[config.mk]
export PLATFORM = sky130hd
export DESIGN_NAME = pkt_framer
export DESIGN_NICKNAME = d
export VERILOG_FILES = /design/src/rtl/pkt_framer.sv
export SDC_FILE = /design/constraint.sdc
export NUM_CORES = 1
export LEC_CHECK = 0
export ABC_AREA = 0
export CAP_MARGIN = 40
export CORE_ASPECT_RATIO = 1.5
export CORE_MARGIN = 2
export CORE_UTILIZATION = 41
export DETAILED_ROUTE_END_ITERATION = 10
export PLACE_DENSITY = 0.88
export SLEW_MARGIN = 40
export SYNTH_ARGS = -nofsm -noshare
export SYNTH_HDL_FRONTEND = slang
export SYNTH_SLANG_ARGS = --single-unit
[constraint.sdc]
create_clock -name clk -period 3.2 [get_ports clk]
set_input_delay 0.32 -clock clk [delete_from_list [all_inputs] [get_ports clk]]
set_output_delay 0.32 -clock clk [all_outputs]
set_load 0.02 [all_outputs]
[src/rtl/pkt_framer.sv]
// Frames payload words into {header, payload, sequence} packets behind a valid/ready handshake.
// Optional header/sequence error injection is enabled by defining PKT_FRAMER_ERR_INJECT_EN.
module pkt_framer #(
    parameter int unsigned BUS_SIZE  = 16,
    parameter int unsigned WORD_SIZE = 4,
    parameter int unsigned WORD_NUM  = BUS_SIZE / WORD_SIZE,
    parameter int unsigned PAY_SIZE  = BUS_SIZE - 2 * WORD_SIZE
) (
    input  logic                 clk,
    input  logic                 reset,
    input  logic                 enable,
    input  logic                 resync,
    input  logic [PAY_SIZE-1:0]  pay_in,
    input  logic                 pay_valid,
    output logic                 pay_ready,
    output logic [BUS_SIZE-1:0]  data_out,
    output logic                 out_valid,
    input  logic                 out_ready,
`ifdef PKT_FRAMER_ERR_INJECT_EN
    input  logic                 inj_hdr,
    input  logic                 inj_seq,
`endif
    output logic [WORD_SIZE-1:0] seq_count,
    output logic [1:0]           state
);

    typedef enum logic [1:0] {
        StIdle   = 2'd0,
        StActive = 2'd1,
        StDrain  = 2'd2
    } state_e;

    localparam int unsigned         HdrLsb  = (WORD_NUM - 1) * WORD_SIZE;
    localparam logic [WORD_SIZE-1:0] HdrOnes = '1;
    localparam logic [WORD_SIZE-1:0] HdrErr  = {{(WORD_SIZE - 1){1'b1}}, 1'b0};
    localparam logic [WORD_SIZE-1:0] SeqOne  = {{(WORD_SIZE - 1){1'b0}}, 1'b1};

    state_e                state_q, state_d;
    logic [BUS_SIZE-1:0]   data_q, data_d;
    logic                  valid_q, valid_d;
    logic [WORD_SIZE-1:0]  seq_q, seq_d;

    logic                  load;
    logic [WORD_SIZE-1:0]  hdr_field;
    logic [WORD_SIZE-1:0]  seq_field;

    always_comb begin
        hdr_field = HdrOnes;
        seq_field = seq_q;
`ifdef PKT_FRAMER_ERR_INJECT_EN
        if (inj_hdr) begin
            hdr_field = HdrErr;
        end
        if (inj_seq) begin
            seq_field = seq_q + SeqOne;
        end
`endif
    end

    assign pay_ready = (state_q == StActive) && enable && (!valid_q || out_ready);
    assign load      = pay_valid && pay_ready;

    always_comb begin
        state_d = state_q;
        unique case (state_q)
            StIdle: begin
                if (enable) begin
                    state_d = StActive;
                end
            end
            StActive: begin
                if (!enable) begin
                    state_d = (valid_q && !out_ready) ? StDrain : StIdle;
                end
            end
            StDrain: begin
                // Always passes through IDLE, even if enable has come back.
                if (out_ready) begin
                    state_d = StIdle;
                end
            end
            default: state_d = StIdle;
        endcase
    end

    always_comb begin
        data_d  = data_q;
        valid_d = valid_q;
        seq_d   = seq_q;
        if (load) begin
            data_d                      = '0;
            data_d[HdrLsb +: WORD_SIZE] = hdr_field;
            data_d[WORD_SIZE +: PAY_SIZE] = pay_in;
            data_d[0 +: WORD_SIZE]      = seq_field;
            valid_d                     = 1'b1;
            seq_d                       = seq_q + SeqOne;
        end else if (out_ready) begin
            valid_d = 1'b0;
        end
        // resync wins over the increment; the loaded packet keeps the old number.
        if (resync) begin
            seq_d = '0;
        end
    end

    always_ff @(posedge clk or negedge reset) begin
        if (!reset) begin
            state_q <= StIdle;
            data_q  <= '0;
            valid_q <= 1'b0;
            seq_q   <= '0;
        end else begin
            state_q <= state_d;
            data_q  <= data_d;
            valid_q <= valid_d;
            seq_q   <= seq_d;
        end
    end

    assign data_out  = data_q;
    assign out_valid = valid_q;
    assign seq_count = seq_q;
    assign state     = state_q;

endmodule

-- Yosys cells after proc, flatten, opt, wreduce, memory -nomap -nowiden
Index checks and enable logic that the tools add are counted.
Widths: inputs -> output; s select.
- bits in registers: 20
- input bits: 14
- word-level logic and storage cells: 30
- add/sub/neg operators: 1
- equality and inequality tests: 5
- mux-type cells: 9
- reduce and logical (&&, ||, !) cells: 11
- operators with widths (operator ; count):
    $mux 2 ; 4
    $mux 4 ; 2
    $ne 2x2->1 const B ; 3
    $pmux 2 s3 ; 1
    $add 4x1->4 const B ; 1
    $logic_and 1x1->1 ; 4
    $reduce_bool 2->1 ; 2
    $reduce_and 3->1 ; 1
    $eq 2x1->1 const B ; 1
    $eq 2x2->1 const B ; 1
    $logic_not 1->1 ; 2
    $logic_not 2->1 ; 1
    $mux 1 ; 2
    $logic_or 1x1->1 ; 1

-- Longest topological paths before layout
Gate-level depths: netlist of run 1.
- word-level depth: 6
- mapped depth: 5

-- Worst setup path before layout of run 1
No wires, ideal clock.
- path kind: register -> register
- from: register valid_q (netlist: out_valid)
- to: register data_q[10] (netlist: data_out[10])
- arrival: 1.414 ns
- required time: 3.075 ns
- slack: 1.661 ns
- stages on the path, launching flop included: 6
- path buffers: 2
- period minus slack after synthesis: 1.539 ns
- cell sequence: dfrtp_1 > nor2b_1 > buf_6 > nor2_2 > buf_4 > mux2_2
- longest elaborated chain between the ends: 4
- ends and longest elaborated chain (what ; RTL line ; source):
    start: declaration ; 40 ; logic valid_q, valid_d;
    start signal: assignment ; 115 ; valid_q <= valid_d;
    $logic_not 1->1 ; 60 ; assign pay_ready = (state_q == StActive) && enable && (!valid_q || out_ready);
    $logic_or 1x1->1 ; 60 ;
    $logic_and 1x1->1 ; 60 ;
    $logic_and 1x1->1 ; 61 ; assign load = pay_valid && pay_ready;
    end signal: assignment ; 114 ; data_q <= data_d;
    end: declaration ; 39 ; logic [BUS_SIZE-1:0] data_q, data_d;
Every way passes these cells.
A chain may end at the register's enable or synchronous reset.

-- Worst setup path after layout of run 1
- from: input port enable
- to: output port pay_ready
- longest elaborated chain between the ends: 2
- ends and longest elaborated chain (what ; RTL line ; source):
    start: declaration ; 11 ; input logic enable,
    $logic_and 1x1->1 (2 in series) ; 60 ;
    end: declaration ; 15 ; output logic pay_ready,
Every way passes these cells.

==> results.toml, run 1 <==
[outcome]
outcome = "finished, final reports clean"

[worst_setup_path]
critPathArrivalTime_ps = 1830
rrSetupSlack_ps = 1420
crit_buf_inv = 2
cpMostUsedCell = "clkdlybuf4s50_1"
path_class = "in -> out"
path_max_fanout = 3
cp-end-kind = "output port"
crit_path_max_incr_delay_ps = 600
crit_start = "enable"
reg2reg_depth = 3
crit_required_ps = 2880
critPathTopFamily = "buffers and inverters"
worstReg2RegStart = "state[1]"
crit_chain = "clkdlybuf4s50_1 -> nor2b_1 -> and3_1 -> clkdlybuf4s50_1"
timing.rr.end = "data_out[10]"
worst_setup_path_start_kind = "input pin"
cp_num_cells = 4
cp_slowest_cell = "clkdlybuf4s50_1"

[clocking]
clock_sinks = 20
cts.clk_slew.worst_paths_ps = 100
cts_max_path_buffers = 2
h-tree-depth = 1
cts_inserted_buffers = 3
cts_tree = "built"
root_buffer = "clkbuf_4"
ctsResizeCount = 0
insertion_delay_ps = 280

[finish]
area_growth_pct = 44.6
fillers = 170
n_antenna_cell = 0
fin_area_sq_um = 1240
final_layout_size_suffix_gt1_share_pct = 17.0
nets = 117
register_area_sq_um = 500
multi_input_area_sq_um = 312

[drt]
drtPass1Iterations = 2
drt-initial-drc-count = 2
wl_per_cell_microns = 13.8
viasPerCell = 5.25
final_antenna_net_count = 0
wirelength_mm = 1.69
drcViolationCount = 0
vias = 640

[grt]
grt_usage_pct = 15.0
grt_pass1_vias = 673
grt_pass1_wl_mm = 2.84
grt_max_degree = 21
antenna_found_initial = 0
overflow = 0

[logic_synthesis]
async_reset_ff_share_pct = 100
ys_warn_count = 0
synth_nets = 79
postSynthAreaPerCell_sq_um = 13.5
synth-main-ff-cell = "dfrtp_1"
yosysMostFrequentCell = "dfrtp_1"
synthesis.area_sq_um = 861
synth_cell_types = 23
yosysTopAreaCell = "dfrtp_1"
synth_edf_count = 0
seq_area_frac_synth_pct = 58.1
synth_cells = 64
synth_top_cell_area_share_pct = 58.1
ys_seq_elements = 20
synth_common_cells = "dfrtp_1 (20), mux2_2 (10), a21oi_1 (5)"
synth_area_leaders = "dfrtp_1 (58%), mux2_2 (13%), buf_4 (3.5%)"

[timing]
period_share_pct = 67.1
worst_slack_ps = 1050
worst_pin_slew_ps = 678
setup_violations = 0
fmax_mhz = 466
report.final.slew_viol_count = 0
rsz0062_at_grt = "no"
fin_skew_ps = 1.99
relSlewSlack_pct = 54.7
hold_viol = 0
fin_hold_ws_ps = 490
period_minus_slack_ps = 2150
finalSetupTns_ps = 0

[job]
drv_cap = 0

[die]
coreArea_sq_um = 2000
num_rows = 20
die_width_microns = 41.4
ios = 38
initial_utilization_pct = 43.0
die_height_microns = 60.1
die_area_sq_um = 2490

[power]
peakVddDrop_v = 0.000289
p_leak_nw = 0.534
p_per_area_nw_per_um2 = 452

[place]
dpl_cell_area_sq_um = 1210
dp_hpwl_mm = 1.33
post-place-ws_ps = 1020
gp_congestion = 0.735
port_buffers = 37

[min_path]
hold_path_class = "in -> async"
[power by group]
group	switching [mW]	internal, mW	total (mW)
clock network	0.0649	0.0437	0.109
logic	0.0714	0.0863	0.158
registers	0.0153	0.281	0.296
total	0.152	0.411	0.562
[area by class of cell]
| type | count | area share [%] |
|---|---|---|
| tap | 22 | 2.21 |
| clock buffer | 3 | 1.81 |
| timing repair buffer | 38 | 30.2 |
| inverter | 2 | 0.603 |
| multi-input combinational | 37 | 25.0 |
| sequential | 20 | 40.2 |
[registers in the layout, summed over array words and instances, names as in the netlist]
| register | count |
|---|---|
| seq_count | 4 |
| state | 2 |
| data_out | 13 |
| out_valid | 1 |
[worst max path at each step]
stage,to
3_3_place_gp,data_out[1]
4_1_cts,pay_ready
6_report,pay_ready
5_1_grt,pay_ready
2_1_floorplan,data_out[10]
3_5_place_dp,data_out[10]
[what timing repair did]
item                                   4_1_cts  5_1_grt
hold buffers                                 1        0
setup endpoints to repair                    0        0
endpoints found under the hold margin       20        0
buffers inserted                             0        0
[per-stage QoR]
step                      power [mW]  utilization, %  std cells
after global placement         0.456            60.8        118
after floorplan                0.373               -         64
final                          0.562            62.2        122
after detailed placement       0.461            60.6        118
after global routing           0.594            62.2        122
after CTS                      0.574            62.2        122
[cells by family (layout without fill, tap and decap cells)]
| kind of cell | Yosys count | after routing | synth area share (%) |
|---|---|---|---|
| and+or+nand+nor | 15 | 15 | 13.2 |
| muxes | 12 | 12 | 15.7 |
| DFF | 20 | 20 | 58.1 |
| AOI/OAI and AO/OA | 9 | 9 | 5.81 |
| adders and majority gates | 1 | 1 | 1.45 |
| buffers and inverters | 7 | 43 | 5.67 |
[metal layers]
layer  global-route usage (%)  up-vias  part of all wire, %
met3                     2.72        0                  5.0
met4                     6.91        0                    0
li1                         -      299                    -
met2                     29.5       27                   56
met5                        0        -                    0
met1                     15.0      314                   39
[cell usage in the layout, fill, tap and decap left out, drive strengths merged]
master          n
clkdlybuf4s50  36
o31ai           2
nand2b          1
nand3           1
nor2            2
or2             1
dfrtp          20
a21oi           5
nor4bb          1
nand4b          1
buf             1
or4             2
and3            1
o21ai           2
or3             1
ha              1
dlygate4sd3     1
nand2           1
or3b            1
clkbuf          3
mux2           12
inv             2
nor2b           2
(Power assumes the default switching activity.)
==> run 2, diff against run 1 <==
--- a/config.mk
+++ b/config.mk
@@ -9,9 +9,9 @@
 export CAP_MARGIN = 40
 export CORE_ASPECT_RATIO = 1.5
 export CORE_MARGIN = 2
-export CORE_UTILIZATION = 41
+export CORE_UTILIZATION = 36
 export DETAILED_ROUTE_END_ITERATION = 10
-export PLACE_DENSITY = 0.88
+export PLACE_DENSITY = 0.82
 export SLEW_MARGIN = 40
 export SYNTH_ARGS = -nofsm -noshare
 export SYNTH_HDL_FRONTEND = slang
==> constraint.sdc (replaced) <==
create_clock -name clk -period 1.8 [get_ports clk]
set_input_delay 0.18 -clock clk [delete_from_list [all_inputs] [get_ports clk]]
set_output_delay 0.18 -clock clk [all_outputs]
set_load 0.02 [all_outputs]
==> run 2 against run 1 <==
Net effect: via count up 1.4%; non-clock buffer count up 4; critical path depth down 1; power up 89%; sequential power up 78%; wire length up 0.47%; global-route usage down 1.3 points; register-to-register slack worse by 1100 ps; combinational power up 83%; flip-flop and latch count unchanged; clock power up 130%; critical path type is now reg -> out; critical endpoint unchanged.
==> results.toml, run 2 (same netlist as run 1, synthesis figures left out) <==
[outcome]
outcome = "finished, final reports clean"

[finish]
register_area_sq_um = 500
largest_reg_flops = 13
fillers = 179
layout_commonest_cell = "clkdlybuf4s50_1"
layout_common_cells = "clkdlybuf4s50_1 (36), dfrtp_1 (20), mux2_2 (10)"
n_antenna_cell = 0
multi_input_area_sq_um = 312
final_layout_size_suffix_gt1_share_pct = 21.0
area_growth_pct = 51.5
final_util_pct = 57.7
nets = 121

[place]
dp_hpwl_mm = 1.38
port_buffers = 37
gp_congestion = 0.660

[power]
finalPower_mw = 1.06
p_per_area_nw_per_um2 = 817
p_leak_nw = 0.568
peakVddDrop_v = 0.000388

[clocking]
cts_max_path_buffers = 2
cts_tree = "built"
cts_inserted_buffers = 3
post_cts_buffers = 0
root_buffer = "clkbuf_4"
h-tree-depth = 1
cts_hold_buf = 0
insertion_delay_ps = 290
clock_sinks = 20
cts.clk_slew.worst_paths_ps = 100

[die]
die_area_sq_um = 2810
die_height_microns = 63.9
num_rows = 21
die_width_microns = 43.9
initial_utilization_pct = 38.1
coreArea_sq_um = 2260
ios = 38

[worst_setup_path]
critPathArrivalTime_ps = 1400
timing.rr.end = "seq_count[3]"
worstReg2RegStart = "out_valid"
crit_path_max_incr_delay_ps = 440
reg2reg_depth = 4
crit_chain = "nor2b_1 -> and3_1 -> dlygate4sd2_1"
rrSetupSlack_ps = 340
cp_slowest_cell = "dfrtp_1"
crit_required_ps = 1620
path_class = "reg -> out"
cp-end-kind = "output port"
path_max_fanout = 5
crit_start = "state[1]"
worst_setup_path_start_kind = "flip-flop"

[grt]
antenna_found_initial = 0
overflow = 0
grt_max_degree = 21
grt_usage_pct = 13.7
grt_pass1_wl_mm = 2.90
grt_pass1_vias = 623

[drt]
viasPerCell = 5.07
final_antenna_net_count = 0
wl_per_cell_microns = 13.2
drcViolationCount = 0
wl_met3_microns = 145
wirelength_mm = 1.70
topRoutingLayerUsed = "met4"
route.met2.wl_microns = 895
wl_met1_microns = 646
vias = 649
drtPass1Iterations = 4
drt-initial-drc-count = 8

[timing]
rsz0062_at_grt = "no"
period_share_pct = 87.6
worst_pin_slew_ps = 244
finalSetupTns_ps = 0
setup_violations = 0
report.final.slew_viol_count = 0
period_minus_slack_ps = 1580
fin_skew_ps = 2.48
fmax_mhz = 634
hold_viol = 0
relSlewSlack_pct = 83.7

[min_path]
hold_path_class = "in -> async"

[job]
drv_cap = 0
## run 2: changes by cell type in the layout (fill, tap and decap cells not counted)
cell	previous run	this run
buf_12	0	1
buf_2	1	0
buf_4	0	4
clkbuf_8	0	1
dlygate4sd2_1	0	1
dlygate4sd3_1	1	0
## run 2: per-stage QoR
step	area (sq um)	worst slack, ps	hold WS (ps)	instances
2_1_floorplan	861	261	-116	64
3_3_place_gp	1270	49.0	468	124
3_5_place_dp	1270	-12.4	493	124
4_1_cts	1300	200	212	128
5_1_grt	1300	143	211	128
6_report	1300	223	212	128
## run 2: power breakdown
part / switching, mW / total [mW] / leakage (nW) / internal [mW]
combinational: 0.128 / 0.289 / 0.293 / 0.161
clock: 0.125 / 0.248 / 0.0210 / 0.123
sequential: 0.0287 / 0.528 / 0.253 / 0.499
total: 0.282 / 1.06 / 0.568 / 0.783
## run 2: area by class of cell
cell class	instances	area share, %
clock buffer	4	2.78
inverter	2	0.576
multi-input combinational	37	23.9
sequential	20	38.4
tap	23	2.21
timing repair buffer	42	32.1
## run 2: worst max-delay path by stage
stage | to | depth (start not counted)
floorplan | data_out[10] | 5
global placement | pay_ready | 4
detailed placement | pay_ready | 4
CTS | pay_ready | 3
global route | pay_ready | 3
finish | pay_ready | 3
## run 2: worst max-delay path, delay by kind of cell, from the launching register on
| family | cells | cell delay [ps] |
|---|---|---|
| flops | 1 | 440 |
| simple gates | 2 | 340 |
| buf+inv | 1 | 330 |
## run 2: repair_timing
action	4_1_cts	5_1_grt
gates resized for setup	1	0
setup endpoints to repair	1	0
endpoints found under the hold margin	0	0
## run 2: layer usage
layer / global-route usage, % / vias to the layer above
met4: 4.55 / 0
met2: 23.0 / 30
met5: 0 / -
met1: 16.0 / 312
li1: - / 305
met3: 4.52 / 2
==> run 3, diff against run 2 <==
--- a/config.mk
+++ b/config.mk
@@ -6,7 +6,7 @@
 export NUM_CORES = 1
 export LEC_CHECK = 0
 export ABC_AREA = 0
-export CAP_MARGIN = 40
+export CAP_MARGIN = 20
 export CORE_ASPECT_RATIO = 1.5
 export CORE_MARGIN = 2
 export CORE_UTILIZATION = 36
==> results of run 3 <==
Final layout, timing and power as in run 2 (identical DEF).
